$ cat src/rtl/counter.sv
// Loadable up-counter used as the TD4 program counter.
// Increments every rising edge unless a parallel load from d is requested.
module counter #(
  parameter int WIDTH = 4
) (
  input  logic             clk,
  input  logic             reset,
  input  logic             load,
  input  logic [WIDTH-1:0] d,
  output logic [WIDTH-1:0] q
);

  localparam logic [WIDTH-1:0] ONE  = {{(WIDTH-1){1'b0}}, 1'b1};
  localparam logic [WIDTH-1:0] ZERO = {WIDTH{1'b0}};

  logic [WIDTH-1:0] count_d;
  logic [WIDTH-1:0] count_q;

  // Next count: load wins over increment; the increment wraps modulo 2^WIDTH.
  always_comb begin
    count_d = count_q;
    if (load) begin
      count_d = d;
    end else begin
      count_d = count_q + ONE;
    end
  end

  // Count register with asynchronous active-low clear.
  always_ff @(posedge clk or negedge reset) begin
    if (!reset) begin
      count_q <= ZERO;
    end else begin
      count_q <= count_d;
    end
  end

  assign q = count_q;

endmodule

$ cat config.mk
export PLATFORM = sky130hd
export DESIGN_NAME = counter
export DESIGN_NICKNAME = d
export VERILOG_FILES = /design/src/rtl/counter.sv
export SDC_FILE = /design/constraint.sdc
export NUM_CORES = 1
export LEC_CHECK = 0
export BUFFER_PORTS_ARGS = -buffer_cell sky130_fd_sc_hd__clkbuf_2
export CAP_MARGIN = 10
export CORE_AREA = 2 2 39 41
export DETAILED_ROUTE_END_ITERATION = 10
export DIE_AREA = 0 0 41 43
export PLACE_DENSITY = 0.42
export SLEW_MARGIN = 25
export SYNTH_ARGS = -nofsm -noshare
export SYNTH_HDL_FRONTEND = slang
export SYNTH_SLANG_ARGS = --single-unit
$ cat constraint.sdc
create_clock -name clk -period 1.4 [get_ports clk]
set_input_delay 0.07 -clock clk [delete_from_list [all_inputs] [get_ports clk]]
set_output_delay 0.07 -clock clk [all_outputs]
set_load 0.02 [all_outputs]
# Word level (Yosys, flattened, before mapping)
# Cells that the tools add are included.
[word_totals]
word_cells = 3
register_bits = 4
inputBits = 7
[classes]
n_mux = 1
addsub = 1
[ops]
columns = ["op", "n"]
rows = [
  ["$add 4x1->4 const B", 1],
  ["$mux 4", 1],
]

# Depth between registers and ports, before layout
[depth]
depth_word = 2
depth_mapped = 3
depth_no_buf = 3

# Worst setup path before layout
# Ideal clock, no wire load.
[synth_path]
kind = "register to register"
from = "register count_q[0] (netlist: q[0])"
to = "register count_q[1] (netlist: q[1])"
t_required_ps = 1275
path_stages_with_launch = 3
synth_period_minus_slack_ps = 1130
t_arrival_ps = 1005
slack_ps = 270
path_buffers = 0
setup_ps = 125
path_cell_list = "dfrtp_1 ha_1 mux2_2"
[synth_between]
elab_chain_len = 2
[synth_rtl]
columns = ["element", "line", "rtl"]
rows = [
  ["start, declared", "17", "logic [WIDTH-1:0] count_q;"],
  ["start signal, assigned", "34", "count_q <= count_d;"],
  ["$add 4x1->4", "25", "count_d = count_q + ONE;"],
  ["$mux 4", "22", "if (load) begin"],
  ["named net count_d[1]", "16", "logic [WIDTH-1:0] count_d;"],
]
# The timed path passes the listed nets, and every way through them passes these cells.

# Worst setup path in the final report
# Same ends and word-level chain as after synthesis.

==> results.py <==
metrics = {
    "finish": {
        "fillCellCount": 160,
        "nets": 39,
        "final_area_um2": 275.3,
        "seqCellArea_um2": 100.1,
        "final_common_cell": "clkbuf_2",
        "largest_register_ffs": 4,
        "multi_input_area_um2": 72.57,
        "final_cell_mix": "10 x clkbuf_2, 4 x dfrtp_1, 3 x nand2_1, 3 x clkbuf_4, 2 x o21ai_0",
        "antenna_cells": 0,
        "area_delta_synth_final_pct": 59.42,
        "drive_gt1_frac": 0.4828,
    },
    "global_route": {
        "track_usage": 0.06935,
        "grt_max_degree": 8,
        "grt_pass1_wl_um": 655,
        "grt_pass1_vias": 156,
        "antenna_found_initial": 0,
        "grt.overflow.total": 0,
    },
    "routing": {
        "ant_nets": 0,
        "num_vias": 161,
        "routed_wl_um": 418,
        "drtIter0Drc": 0,
        "drcViolationCount": 0,
        "dr.pass1.iters": 1,
        "vias_per_cell": 3.578,
        "routedWlPerCell_um": 9.289,
    },
    "yosys": {
        "synthMuxAreaShare": 0.06522,
        "ys_ff_latch": 4,
        "synthCells": 15,
        "yosysUniqueCellTypes": 9,
        "synth-compound-area-share": 0.08696,
        "yosysTopAreaCell": "dfrtp_1",
        "synthSimpleGateAreaFrac": 0.09420,
        "yosysSeqAreaShare": 0.5797,
        "synthXorXnorAreaFrac": 0.1014,
        "synth_top_area_frac": 0.5797,
        "synthAdderAreaFrac": 0.07246,
        "synth_top_family_by_area": "XOR/XNOR gates",
        "ys_top_cells_by_area": "dfrtp_1 58%, ha_1 7.2%, mux2_2 6.5%",
        "syn-num-nets": 23,
        "syn_area_per_cell_um2": 11.51,
        "yosys_warnings": 0,
        "syn_area_um2": 172.7,
    },
    "clock_tree": {
        "cts_buffers": 3,
        "cts.sinks": 4,
        "clkLatencyLatePin_ps": 240,
        "cts_max_level": 1,
        "clock-root-buffer": "clkbuf_4",
        "post_cts_buffers": 0,
        "cts_hold_buffers": 1,
        "cts_buffer_depth": 2,
        "cts_tree": "built",
        "ctsResizeCount": 0,
        "clkTransAtPathRegs_ps": 40,
    },
    "min_path": {
        "worstHoldPathType": "primary input to flop",
    },
    "place": {
        "io_buffer_count": 10,
        "place_area_um2": 242.7,
        "gp_congestion": 0.6378,
        "dp_worst_setup_slack_ps": 334.4,
    },
    "worst_setup_path": {
        "worstPathBufferInverterCount": 0,
        "crit_path_top_delay_cell": "dfrtp_1",
        "arrival_ps": 1180,
        "max_stage_delay_ps": 400,
        "crit_family": "flip-flops",
        "required_ps": 1520,
        "crit_fanout": 4,
        "crit_type": "flop to flop",
        "path_cells": "ha_1 > mux2_2",
        "critPathLaunchType": "flop",
        "endpoint_kind": "flop",
    },
    "timing": {
        "worst_slew_pin_slew_ps": 140.8,
        "finalHoldViolations": 0,
        "min_period_ps": 1064,
        "fin_crit_sh": 0.7599,
        "grt_setup_unrepaired": "false",
        "fmax_ghz": 0.9400,
        "setup_viol": 0,
        "fin_hold_ws_ps": 38.02,
        "maxSlewViolCount": 0,
        "max_slew_margin": 0.9061,
        "fin_ws_ps": 336.2,
        "finalClockSkew_ps": 2.363,
        "setup_tns_ps": 0,
    },
    "floorplanning": {
        "die_w_um": 41,
        "initial_core_util": 0.1248,
        "die_h_um": 43,
        "ios": 11,
        "num_rows": 14,
        "die_area_um2": 1763,
        "coreArea_um2": 1384,
    },
    "power": {
        "p_clk_frac": 0.381,
        "power_frac_seq": 0.394,
        "internal-power_mw": 0.2685,
        "switching_power_mw": 0.1122,
        "p_leak_nw": 0.1357,
        "ir_worst_vdd_mv": 0.4184,
        "sw_frac_of_total": 0.2946,
        "p_per_area_nw_per_um2": 1383,
        "combinationalPowerShare": 0.225,
    },
    "flow_run": {
        "max_cap_violations": 0,
    },
    "status": {
        "status": "finished clean",
    },
}
## Yosys cell counts, drive strengths merged
cell and count:
nand3 1, ha 1, dfrtp 4, xnor2 1
xor2 1, o21ai 3, nand2 3, mux2 1
## worst register-to-register path: stages (launching register included)
cell     delay [ps]
dfrtp_1         400
ha_1            300
mux2_2          250
## final cells by class
cell class              instances  area share
well taps                      16     0.07273
flip-flops and latches          4      0.3636
repair buffers                 11      0.2182
clock buffers                   3     0.08182
multi-input cells              11      0.2636
## path summary, 6_finish.rpt
path | from | end | slack (ps) | cells after the start
max reg2reg | q[0] | q[1] | 340 | 2
min in group asynchronous | reset | q[3] | 180 | 2
min | d[0] | q[0] | 40 | 3
min reg2reg | q[0] | q[0] | 510 | 1
max | q[0] | q[1] | 340 | 2
max in group asynchronous | reset | q[1] | 1090 | 2
## per-layer routing
metal	vias up	global-route usage	share of wire
met5	-	0	0
met4	0	0.04000	0.029
met3	2	0.09424	0.20
met2	14	0.07188	0.32
met1	66	0.07097	0.45
li1	79	-	-
## logic make-up after synthesis
| logic type | count (synthesis) |
|---|---|
| muxes | 1 |
| AOI/OAI and AO/OA | 3 |
| adders and majority gates | 1 |
| xor gates and xnor gates | 2 |
| DFF | 4 |
| and+or+nand+nor | 4 |
## through the flow
step | power, mW | util | std cells
after floorplan | 0.1995 | - | 15
after global placement | 0.2352 | 0.1754 | 41
after detailed placement | 0.2364 | 0.1754 | 41
after CTS | 0.3946 | 0.1989 | 45
after global routing | 0.4163 | 0.1989 | 45
final | 0.3807 | 0.1989 | 45
## power by group through the flow
stage	combinational [mW]	sequential, mW	clock (mW)
detailed placement	0.0848	0.152	0
global placement	0.0847	0.150	0
finish	0.0857	0.150	0.145
CTS	0.0872	0.150	0.157
floorplan	0.0292	0.170	0
global route	0.0971	0.152	0.167
No activity file was read; power rests on OpenSTA's default activity.
